$ cat src/rtl/board_fill_ctrl_pkg.sv
`default_nettype none
// ============================================================================
// Module : board_fill_ctrl_pkg
// Brief  : Shared fill-op, FSM-state and LFSR tap definitions.
// Rev    : 1.0  initial release
// ============================================================================
package board_fill_ctrl_pkg;

    localparam logic [1:0] FILL_CLEAR   = 2'd0;
    localparam logic [1:0] FILL_SET     = 2'd1;
    localparam logic [1:0] FILL_RANDOM  = 2'd2;
    localparam logic [1:0] FILL_PATTERN = 2'd3;

    localparam logic [1:0] ST_IDLE   = 2'd0;
    localparam logic [1:0] ST_FETCH  = 2'd1;
    localparam logic [1:0] ST_WRITE  = 2'd2;
    localparam logic [1:0] ST_FINISH = 2'd3;

    // x^16 + x^14 + x^13 + x^11 + 1 -> state bits 15, 13, 12, 10
    localparam logic [15:0] LFSR_TAPS = 16'hB400;

    function automatic logic lfsr_fb(input logic [15:0] s);
        return ^(s & LFSR_TAPS);
    endfunction

endpackage
`default_nettype wire

$ cat src/rtl/board_fill_ctrl_lfsr.sv
`default_nettype none
// ============================================================================
// Module : fill_lfsr
// Brief  : 16-bit Fibonacci LFSR, shifts left on advance, exposes low byte.
// Rev    : 1.0  initial release
// ============================================================================
module fill_lfsr
    import board_fill_ctrl_pkg::*;
#(
    parameter logic [15:0] SEED = 16'h0339
) (
    input  logic       clk,
    input  logic       rst,
    input  logic       adv,
    output logic [7:0] lfsr_lo
);

    logic [15:0] lfsr_q;
    logic [15:0] lfsr_d;

    always_comb begin
        lfsr_d = lfsr_q;
        if (adv) begin
            lfsr_d = {lfsr_q[14:0], lfsr_fb(lfsr_q)};
        end
    end

    always_ff @(posedge clk or negedge rst) begin
        if (!rst) begin
            lfsr_q <= SEED;
        end else begin
            lfsr_q <= lfsr_d;
        end
    end

    assign lfsr_lo = lfsr_q[7:0];

endmodule
`default_nettype wire

$ cat src/rtl/board_fill_ctrl.sv
`default_nettype none
// ============================================================================
// Module : board_fill_ctrl
// Brief  : Rectangular board fill (clear/set/random/pattern) over a
//          valid/ready write port, abortable mid-fill.
// Rev    : 1.0  initial release
// ============================================================================
module board_fill_ctrl
    import board_fill_ctrl_pkg::*;
#(
    parameter int unsigned MAP_W     = 8,
    parameter int unsigned MAP_H     = 8,
    parameter int unsigned ADDR_W    = 8,
    parameter logic [15:0] LFSR_SEED = 16'h0339
) (
    input  logic              clk,
    input  logic              rst,
    input  logic              start,
    input  logic [1:0]        op,
    input  logic [ADDR_W-1:0] x0,
    input  logic [ADDR_W-1:0] x1,
    input  logic [ADDR_W-1:0] y0,
    input  logic [ADDR_W-1:0] y1,
    input  logic [7:0]        density,
    input  logic              abort,
    output logic [ADDR_W-1:0] pat_row,
    output logic [ADDR_W-1:0] pat_col,
    input  logic              pat_data,
    output logic              wr_valid,
    input  logic              wr_ready,
    output logic [ADDR_W-1:0] wr_row,
    output logic [ADDR_W-1:0] wr_col,
    output logic              wr_data,
    output logic              busy,
    output logic              done,
    output logic              aborted,
    output logic              err
);

    logic [1:0]        state_q, state_d;
    logic [1:0]        op_q, op_d;
    logic [ADDR_W-1:0] x0_q, x0_d, x1_q, x1_d, y1_q, y1_d;
    logic [ADDR_W-1:0] row_q, row_d, col_q, col_d;
    logic [7:0]        dens_q, dens_d;
    logic              first_q, first_d;
    logic              pat_q, pat_d;
    logic              err_q, err_d;
    logic              aborted_q, aborted_d;

    logic              accept;
    logic              last_cell;
    logic              legal;
    logic              lfsr_adv;
    logic [7:0]        lfsr_lo;

    assign accept    = (state_q == ST_WRITE) && wr_ready;
    assign last_cell = (row_q == y1_q) && (col_q == x1_q);
    assign legal     = (x0 <= x1) && (32'(x1) < MAP_W) &&
                       (y0 <= y1) && (32'(y1) < MAP_H);
    assign lfsr_adv  = accept && (op_q == FILL_RANDOM);

    fill_lfsr #(.SEED(LFSR_SEED)) u_lfsr (
        .clk     (clk),
        .rst     (rst),
        .adv     (lfsr_adv),
        .lfsr_lo (lfsr_lo)
    );

    always_ff @(posedge clk or negedge rst) begin
        if (!rst) begin
            state_q   <= ST_IDLE;
            op_q      <= FILL_CLEAR;
            x0_q      <= '0;
            x1_q      <= '0;
            y1_q      <= '0;
            row_q     <= '0;
            col_q     <= '0;
            dens_q    <= '0;
            first_q   <= 1'b0;
            pat_q     <= 1'b0;
            err_q     <= 1'b0;
            aborted_q <= 1'b0;
        end else begin
            state_q   <= state_d;
            op_q      <= op_d;
            x0_q      <= x0_d;
            x1_q      <= x1_d;
            y1_q      <= y1_d;
            row_q     <= row_d;
            col_q     <= col_d;
            dens_q    <= dens_d;
            first_q   <= first_d;
            pat_q     <= pat_d;
            err_q     <= err_d;
            aborted_q <= aborted_d;
        end
    end

    always_comb begin
        state_d = state_q;
        case (state_q)
            ST_IDLE: begin
                if (start && legal) begin
                    state_d = (op == FILL_PATTERN) ? ST_FETCH : ST_WRITE;
                end
            end
            ST_FETCH: begin
                state_d = abort ? ST_IDLE : ST_WRITE;
            end
            ST_WRITE: begin
                if (abort) begin
                    state_d = ST_IDLE;
                end else if (accept) begin
                    if (last_cell) begin
                        state_d = ST_FINISH;
                    end else if (op_q == FILL_PATTERN) begin
                        state_d = ST_FETCH;
                    end
                end
            end
            default: state_d = ST_IDLE;
        endcase
    end

    always_comb begin
        op_d      = op_q;
        x0_d      = x0_q;
        x1_d      = x1_q;
        y1_d      = y1_q;
        row_d     = row_q;
        col_d     = col_q;
        dens_d    = dens_q;
        first_d   = first_q;
        pat_d     = pat_q;
        err_d     = 1'b0;
        aborted_d = 1'b0;
        case (state_q)
            ST_IDLE: begin
                if (start) begin
                    if (legal) begin
                        op_d    = op;
                        x0_d    = x0;
                        x1_d    = x1;
                        y1_d    = y1;
                        dens_d  = density;
                        row_d   = y0;
                        col_d   = x0;
                        first_d = 1'b0;
                    end else begin
                        err_d = 1'b1;
                    end
                end
            end
            ST_FETCH: begin
                first_d   = 1'b1;
                aborted_d = abort;
            end
            ST_WRITE: begin
                aborted_d = abort;
                // ROM bit is only valid in the first WRITE cycle; hold it across stalls
                if (first_q) begin
                    first_d = 1'b0;
                    pat_d   = pat_data;
                end
                if (accept) begin
                    if (col_q == x1_q) begin
                        col_d = x0_q;
                        row_d = row_q + ADDR_W'(1);
                    end else begin
                        col_d = col_q + ADDR_W'(1);
                    end
                end
            end
            default: ;
        endcase
    end

    always_comb begin
        wr_valid = (state_q == ST_WRITE);
        busy     = (state_q != ST_IDLE);
        done     = (state_q == ST_FINISH);
        aborted  = aborted_q;
        err      = err_q;
        wr_row   = row_q;
        wr_col   = col_q;
        pat_row  = (state_q == ST_FETCH) ? row_q : '0;
        pat_col  = (state_q == ST_FETCH) ? col_q : '0;
        wr_data  = 1'b0;
        if (state_q == ST_WRITE) begin
            case (op_q)
                FILL_SET:     wr_data = 1'b1;
                FILL_RANDOM:  wr_data = (lfsr_lo < dens_q);
                FILL_PATTERN: wr_data = first_q ? pat_data : pat_q;
                default:      wr_data = 1'b0;
            endcase
        end
    end

endmodule
`default_nettype wire
$ cat config.mk
export PLATFORM = sky130hd
export DESIGN_NAME = board_fill_ctrl
export DESIGN_NICKNAME = d
export VERILOG_FILES = /design/src/rtl/board_fill_ctrl_pkg.sv /design/src/rtl/board_fill_ctrl_lfsr.sv /design/src/rtl/board_fill_ctrl.sv
export SDC_FILE = /design/constraint.sdc
export NUM_CORES = 1
export LEC_CHECK = 0
export BUFFER_PORTS_ARGS = -buffer_cell sky130_fd_sc_hd__buf_2
export CELL_PAD_IN_SITES_DETAIL_PLACEMENT = 1
export CELL_PAD_IN_SITES_GLOBAL_PLACEMENT = 1
export CORE_MARGIN = 8
export CORE_UTILIZATION = 40
export CTS_BUF_LIST = sky130_fd_sc_hd__clkbuf_8
export DETAILED_ROUTE_END_ITERATION = 7
export PLACE_DENSITY_LB_ADDON = 0.15
export RECOVER_POWER = 25
export SLEW_MARGIN = 5
export SYNTH_ARGS = -nofsm -noshare
export SYNTH_HDL_FRONTEND = slang
export SYNTH_SLANG_ARGS = --single-unit
$ cat constraint.sdc
create_clock -name clk -period 2.2 [get_ports clk]
set_clock_uncertainty 0.1 [all_clocks]
set_input_delay 0.33 -clock clk [delete_from_list [all_inputs] [get_ports clk]]
set_output_delay 0.33 -clock clk [all_outputs]
set_load 0.01 [all_outputs]
==> results.toml <==
[run_status]
status = "complete, but fails checks"
violations = "setup timing"

[sta]
fin_crit_sh_pct = 108
setup-violations-final = 21
setup_tns_ns = -0.356
timing.fmax_ghz = 0.423
fin_ws_ns = -0.165
slew_headroom_pct = 49.3
fin_crit_ns = 2.37
slew_viol_final = 0
hold_viol_final = 0
worst_pin_slew_ns = 0.761
rsz0062_at_grt = "true"

[synth]
synth_seq_area_share_pct = 42.9
yosys-top-cells-area = "dfrtp_1 (39%), ha_1 (8.6%), mux2_1 (5.3%), mux2_2 (4.3%), dfstp_2 (3.7%)"
synth_top_family_by_area = "simple AND/OR/NAND/NOR gates"
synth_edf_count = 0
synth_area_sq_mm = 0.00422
ys.flop_type = "dfrtp_1"
async_flop_share_pct = 100
syn_nets = 496
synthCells = 419
synth_xor_area_share_pct = 5.19
postSynthAreaPerCell_sq_um = 10.1
synth-adder-area-share_pct = 8.61
yosysTopAreaCell = "dfrtp_1"
yosys_warnings = 0
synth_compound_area_share_pct = 11.8
synth.most_common_cell = "dfrtp_1"
synth_top_area_share_pct = 39.2
synth_commonest_cells = "dfrtp_1 (66), nand2_1 (36), ha_1 (29), inv_1 (26), a21oi_1 (25)"
ys_types = 50
synth_mux_area_share_pct = 10.3
yosys.area_share.simple_pct = 16.6
ys_seq_elements = 72

[layout]
finish.utilization_pct = 61.3
drive_above_1_share_pct = 50.4
area_growth_syn_to_layout_pct = 49.4
n_antenna_cell = 0
fin_nets = 661

[global_routing]
grt-ovfl-total = 0
grt_max_degree = 32
track_usage_pct = 18.0
grt_pass1_wl_microns = 20800
antenna_found_initial = 0
grt_pass1_vias = 4170

[critical_path]
reg2reg_from = "wr_col[7]"
r2r_slack_ns = 0.04
cp.arrival_ns = 1.94
timing.rr.end = "wr_row[7]"
crit_fanout = 2
cp-end-kind = "output pin"
cp-startpoint = "dens_q[1]"
start_kind = "flop"
worst_r2r_path_depth = 8
critical_path_class = "flop to output pin"
crit_required_ns = 1.77
endpoint = "wr_data"

[die]
die_y_microns = 119
coreArea_sq_mm = 0.0103
start_util_pct = 41.0
io_pins = 86
dieArea_sq_mm = 0.0141
fp.dieW_microns = 119
fp-row-count = 37

[power_and_ir_drop]
p_leak_nw = 3.13
intPower_w = 0.00349
p_clk_share_pct = 17.0
seq_power_share_pct = 28.0
swShare_pct = 42.8
power.density_mw_per_mm2 = 968
p_comb_share_pct = 55.0
peakVddDrop_mv = 0.643
netSwitchingPower_w = 0.00261
total_power_w = 0.00610

[route]
wire_per_inst_microns = 19.0
drc = 0
antenna_left = 0
drt-initial-drc-count = 194
dr.pass1.iters = 4
num_vias = 3836
drt_wl_total_microns = 13800
vias_per_cell = 5.29

[clock_tree]
cts.sinks = 72
clk_pin_slew_ns = 0.09
cts_buffer_depth = 2
cts_root_buf = "clkbuf_8"
insertion_delay_ns = 0.36
cts_buffers = 9
h-tree-depth = 3
cts_tree = "built"

[job]
cap_violations = 0

[min_path]
hold_path.class = "primary input to flop"

[placed_design]
io_buffers = 85
dp_slack_ns = -0.380
place.gp.congestion = 0.774
place_hpwl_microns = 9390
## logic make-up (layout without fill, tap and decap cells)
group | count (synthesis) | count (layout)
fa+ha+maj | 29 | 29
xor+xnor | 25 | 25
simple gates | 129 | 129
mux | 39 | 39
buf+inv | 47 | 217
compound gates | 78 | 78
flops | 72 | 72
## power groups by stage
stage | Combinational [W] | Sequential (W) | Clock (W)
floorplan | 0.00130 | 0.00183 | 0
global placement | 0.00254 | 0.00171 | 0
detailed placement | 0.00260 | 0.00172 | 0
CTS | 0.00272 | 0.00170 | 0.00107
global route | 0.00361 | 0.00174 | 0.00111
finish | 0.00335 | 0.00171 | 0.00104
## layer usage
metal	routed length [microns]	track usage (%)	share of wire, %	vias up
li1	-	-	-	1800
met1	5890	22.1	43	1932
met2	7050	31.4	51	80
met3	507	4.24	3.7	24
met4	320	4.19	2.3	0
met5	0	0	0	-
## flip-flops by register name, indices dropped and copies added, names as in the netlist
signal,flops
u_lfsr.lfsr_q,16
dens_q,8
wr_col,8
wr_row,8
x0_q,8
x1_q,8
y1_q,8
op_q,2
state_q,2
aborted,1
err,1
first_q,1
pat_q,1
## worst min path at each step
stage                     startpoint   endpoint  slack [ns]  cells after the start
after floorplan                  rst    aborted       -0.07                      0
after global placement           rst    x1_q[3]        0.30                      1
after detailed placement         rst    x1_q[3]        0.31                      1
after CTS                 density[2]  dens_q[2]        0.05                      3
after global routing      density[7]  dens_q[7]        0.07                      3
final                     density[6]  dens_q[6]        0.07                      3
## repair_timing
item	in CTS	in global routing
pin swaps	10	38
hold buffers	1	0
buffers inserted	7	10
resized for setup	19	85
gates cloned	1	4
setup endpoints to repair	25	52
hold endpoints to repair	22	0
## through the flow
| stage | hold slack, ns | area (sq um) | instances |
|---|---|---|---|
| after detailed placement | 0.305 | 5400 | 687 |
| after global routing | 0.0675 | 6300 | 725 |
| after CTS | 0.0539 | 5750 | 712 |
| after global placement | 0.300 | 5400 | 687 |
| after floorplan | -0.0656 | 4360 | 419 |
| final | 0.0653 | 6300 | 725 |
## layout by cell type, fill, tap and decap left out, types with 9 or more instances in the layout
cell type	instances
nand4_1	9
nor2b_1	11
a21oi_1	21
dfrtp_1	66
xnor2_1	12
o21ai_2	15
clkbuf_8	9
mux2_4	20
buf_4	67
nand3_1	12
buf_2	76
and2_1	16
nand2_1	25
inv_1	21
xor2_1	12
buf_6	11
ha_1	19
mux2_2	16
## area by class of cell
cell class,count,area (sq um)
clock buffer,9,124
clock inverter,7,60.1
fill,1125,3980
inverter,28,113
multi-input combinational,300,2690
sequential,72,1810
tap,136,170
timing repair buffer,173,1330
## worst max-delay path, cell delays in order, from the launching register on
cell and delay (ns):
dfrtp_1 0.40, inv_2 0.08, ha_4 0.20, a21o_1 0.15
a21o_1 0.16, a21oi_2 0.12, nor2b_1 0.06, o21ai_1 0.13
a31o_1 0.14, buf_2 0.12
(Power assumes the default switching activity.)
